**src/rtl/gcd_datapath.sv**
```systemverilog
// rtl/gcd_datapath.sv - operand registers, status, iteration count and result handshake for the subtractive GCD engine
module gcd_datapath #(
  parameter int WIDTH = 8,
  parameter int CNT_W = 8
) (
  input  logic             clk,
  input  logic             rst,
  input  logic [WIDTH-1:0] a_in,
  input  logic [WIDTH-1:0] b_in,
  input  logic             sel_A,
  input  logic             sel_B,
  input  logic             wr_A,
  input  logic             wr_B,
  input  logic             wr_res,
  output logic             a_eq_b,
  output logic             a_gt_b,
  output logic [WIDTH-1:0] result,
  output logic [CNT_W-1:0] result_iters,
  output logic             result_valid,
  input  logic             result_ack,
  output logic             overrun
);

  logic [WIDTH-1:0] a_q;
  logic [WIDTH-1:0] b_q;
  logic [WIDTH-1:0] a_nxt;
  logic [WIDTH-1:0] b_nxt;
  logic [CNT_W-1:0] iter_cnt;
  logic             load;
  logic             step;

  // Both muxes read the pre-edge registers, so a simultaneous A-B / B-A is well defined.
  assign a_nxt = sel_A ? (a_q - b_q) : a_in;
  assign b_nxt = sel_B ? (b_q - a_q) : b_in;

  assign load = (wr_A & ~sel_A) | (wr_B & ~sel_B);
  assign step = (wr_A & sel_A) | (wr_B & sel_B);

  // A zero operand counts as "equal" so the controller always terminates.
  assign a_eq_b = (a_q == b_q) | (a_q == '0) | (b_q == '0);
  assign a_gt_b = (a_q > b_q);

  always_ff @(posedge clk or posedge rst) begin
    if (rst) begin
      a_q <= '0;
      b_q <= '0;
    end else begin
      if (wr_A) a_q <= a_nxt;
      if (wr_B) b_q <= b_nxt;
    end
  end

  always_ff @(posedge clk or posedge rst) begin
    if (rst) begin
      iter_cnt <= '0;
    end else if (load) begin
      iter_cnt <= '0;
    end else if (step && (iter_cnt != {CNT_W{1'b1}})) begin
      iter_cnt <= iter_cnt + CNT_W'(1);
    end
  end

  // A capture coinciding with an ack consumes the old result, so it is not an overrun.
  always_ff @(posedge clk or posedge rst) begin
    if (rst) begin
      result       <= '0;
      result_iters <= '0;
      result_valid <= 1'b0;
      overrun      <= 1'b0;
    end else if (wr_res) begin
      result       <= a_q | b_q;
      result_iters <= iter_cnt;
      result_valid <= 1'b1;
      if (result_valid && !result_ack) overrun <= 1'b1;
    end else if (result_ack) begin
      result_valid <= 1'b0;
    end
  end

endmodule
```
**config.mk**
```make
export PLATFORM = sky130hd
export DESIGN_NAME = gcd_datapath
export DESIGN_NICKNAME = d
export VERILOG_FILES = /design/src/rtl/gcd_datapath.sv
export SDC_FILE = /design/constraint.sdc
export NUM_CORES = 1
export LEC_CHECK = 0
export ABC_AREA = 1
export CELL_PAD_IN_SITES_DETAIL_PLACEMENT = 0
export CELL_PAD_IN_SITES_GLOBAL_PLACEMENT = 2
export CORE_UTILIZATION = 34
export DETAILED_ROUTE_END_ITERATION = 10
export PLACE_DENSITY = 0.92
export SLEW_MARGIN = 20
export SYNTH_ARGS = -nofsm -noshare
export SYNTH_HDL_FRONTEND = slang
export SYNTH_SLANG_ARGS = --single-unit
```
**constraint.sdc**
```tcl
create_clock -name clk -period 2.4 [get_ports clk]
set_input_delay 0.36 -clock clk [delete_from_list [all_inputs] [get_ports clk]]
set_output_delay 0.36 -clock clk [all_outputs]
set_load 0.02 [all_outputs]
```
==> results.json, run 1 <==
{
  "cp-end-kind": "output port",
  "stdcell_area_mm2": 0.00355,
  "critical_path.max_fanout": 5,
  "cts_made_buffers": 5,
  "cts-htree-levels": 2,
  "busiest_layer": "met2",
  "r2r_cells": 10,
  "hp-class": "flop to flop",
  "n_antenna_cell": 0,
  "cp_data_required_time_ps": 2040,
  "tightest_slew_ps": 557,
  "totalWireLength_um": 6840,
  "fin_nets": 471,
  "rr_startpoint": "b_q[2]",
  "hpwl_um": 5490,
  "syn-num-nets": 400,
  "synth_top_cell_by_area": "dfrtp_1",
  "r2r-end": "b_q[5]",
  "synth_area_per_cell_um2": 7.81,
  "p_seq_share_pct": 25.0,
  "setup-violations-final": 0,
  "die-area_mm2": 0.00841,
  "die_x_um": 91.7,
  "coreArea_mm2": 0.00777,
  "cp_cell_sequence": "inv_1 > ha_1 > nor2_1 > and3_1 > nand4_1 > o211ai_1 > clkbuf_2",
  "rows": 32,
  "cp.arrival_ps": 1890,
  "cts_tree": "done",
  "synthTopCellsByArea": "dfrtp_1 38%, nand2_1 12%, ha_1 11%",
  "drv_slew": 0,
  "grt.overflow.total": 0,
  "synth_top_area_share_pct": 38.4,
  "cp_slowest_cell": "dfrtp_1",
  "yosys_warnings": 0,
  "cts_setup_buffers": 0,
  "clk_path_buf_depth": 2,
  "maxSlewHeadroom_pct": 62.9,
  "drv_cap": 0,
  "rsz0062_at_grt": "false",
  "dieHeight_um": 91.7,
  "seq_area_frac_synth_pct": 38.4,
  "grt_max_degree": 43,
  "layout-drive-gt1-share_pct": 10.4,
  "grt.total_usage_pct": 17.8,
  "antenna_found_initial": 0,
  "detail-route-antenna-nets": 0,
  "place_area_mm2": 0.00347,
  "grt_pass1_wl_um": 11800,
  "drt-wirelength-per-cell_um": 13.1,
  "met3_usage_pct": 2.90,
  "stdcell_count": 524,
  "powerDensity_mw_per_mm2": 1140,
  "fin_skew_ps": 5.83,
  "min_period_ps": 2250,
  "final.setup.tns_ps": 0,
  "r2r_slack_ps": 640,
  "routed_via_density": 4.61,
  "clock_latency_ps": 300,
  "fmax_mhz": 444,
  "cts-resized-gates": 5,
  "route.detailed.drc": 0,
  "ys_types": 32,
  "power_frac_comb_pct": 63.3,
  "drtIter0Drc": 71,
  "syn-cell-area_mm2": 0.00274,
  "initial_core_util_pct": 35.2,
  "grt_pass1_vias": 2439,
  "via_count": 2414,
  "portBuffers": 43,
  "peakVddDrop_mv": 0.568,
  "whs_path_depth": 2,
  "intPower_uw": 2220,
  "drt_pass1_iterations": 4,
  "ys_seq_elements": 42,
  "clk_pin_slew_ps": 90,
  "gp_congestion": 0.876,
  "synth_cells": 350,
  "critPathMaxStageDelay_ps": 390,
  "area_growth_pct": 29.9,
  "finalCritPeriodShare_pct": 93.8,
  "pin_count": 44,
  "p_sw_uw": 1820,
  "clock_sinks": 42,
  "p_leak_uw": 0.00183,
  "postCtsHoldBufs": 0,
  "gr-usage-met2_pct": 29.8,
  "hold_end": "overrun",
  "hp-start": "overrun",
  "netSwitchingFraction_pct": 45.1,
  "hold_violations": 0,
  "hold_ws_ps": 471,
  "worstSetupPathType": "flop to output port",
  "cp-start-kind": "flop",
  "status": "finished, final reports clean",
  "grt_util_met1_pct": 23.8,
  "cts-root-buf": "clkbuf_8",
  "dp_cells": 516,
  "clock_power_share_pct": 11.7
}
[flip-flops by register name (all words and copies together) (netlist names)]
name and flops:
result_iters 8, result_valid 1, iter_cnt 8, a_q 8, b_q 8, result 8, overrun 1
[synth_stat cells, drive strengths merged]
| cell type | number |
|---|---|
| o31ai | 1 |
| clkbuf | 4 |
| nor4 | 1 |
| nor2 | 14 |
| nand2 | 87 |
| nand3 | 22 |
| ha | 24 |
| and3 | 1 |
| or2 | 2 |
| a21oi | 7 |
| o221ai | 6 |
| a21boi | 1 |
| o21bai | 4 |
| dfrtp | 42 |
| fa | 2 |
| nand4 | 6 |
| o21ai | 22 |
| inv | 76 |
| buf | 2 |
| and2 | 1 |
| xnor2 | 2 |
| o22ai | 10 |
| nor3 | 2 |
| o211ai | 1 |
| o21a | 2 |
| xor2 | 8 |
[worst max path at each step]
stage | from | to | slack [ps] | cells after the start
after floorplan | a_q[0] | a_gt_b | 410 | 8
after global placement | a_q[0] | a_gt_b | 10 | 9
after detailed placement | a_q[0] | a_gt_b | 20 | 9
after CTS | a_q[0] | a_gt_b | 7 | 9
after global routing | a_q[5] | a_eq_b | 30 | 7
final | a_q[5] | a_eq_b | 150 | 7
[metal layers]
metal | wire length, um | up-vias
met5 | 0 | -
met3 | 293 | 10
met2 | 3270 | 59
li1 | - | 1249
met4 | 122 | 0
met1 | 3150 | 1096
[layout by cell type (no fill, tap or decap), types with 5 or more instances in the layout]
master           count
buf_4               27
nand4_1              6
nand2_1             85
clkbuf_8             5
o21ai_0             17
ha_1                24
a21oi_1              7
o22ai_1             10
inv_1               72
dfrtp_1             42
o221ai_1             6
nand3_1             22
clkdlybuf4s50_1     41
xor2_1               8
nor2_1              14
[per-stage QoR]
step	total power (uW)	setup slack (ps)	utilization, %
final	4030	150	45.7
after global routing	4450	26.3	45.7
after CTS	4060	7.20	45.8
after detailed placement	3580	18.3	44.7
after global placement	3570	10.7	44.7
after floorplan	2560	409	-
[logic make-up (layout without fill, tap and decap cells)]
logic type      after synthesis  in the layout  synth area share (%)
flops                        42             42                  38.4
fa+ha+maj                    26             26                  12.4
simple gates                136            136                  21.6
buf+inv                      82            154                  11.9
compound gates               54             54                  12.4
xor+xnor                     10             10                  3.20
[critical path, delay by kind of cell, from the launching register on]
kind                       cells  cell delay [ps]
and+or+nand+nor                3              460
AOI/OAI and AO/OA              1              120
adders and majority gates      1              360
buffers and inverters          2              270
DFF                            1              390
[power by group through the flow]
stage	clock network, uW	registers (uW)	logic [uW]
finish	471	1010	2550
global placement	0	1020	2550
floorplan	0	1080	1480
global route	518	1040	2900
detailed placement	0	1030	2550
CTS	487	1010	2560
[final cells by class]
type                    instances  area [um^2]
fillers                       826         4220
multi-input cells             226         1360
flip-flops and latches         42         1050
repair buffers                 70          638
inverters                      76          288
well taps                     102          128
clock buffers                   6         72.6
clock inverters                 2         13.8
Power figures use the tool's default switching activity.
==> inputs of run 2 (changes only) <==
--- a/config.mk
+++ b/config.mk
@@ -10,8 +10,8 @@
 export CELL_PAD_IN_SITES_GLOBAL_PLACEMENT = 2
 export CORE_UTILIZATION = 34
 export DETAILED_ROUTE_END_ITERATION = 10
+export HOLD_SLACK_MARGIN = 0.15
 export PLACE_DENSITY = 0.92
-export SLEW_MARGIN = 20
 export SYNTH_ARGS = -nofsm -noshare
 export SYNTH_HDL_FRONTEND = slang
 export SYNTH_SLANG_ARGS = --single-unit
==> results of run 2 <==
No change in the layout: final DEF, timing and power equal those of run 1.
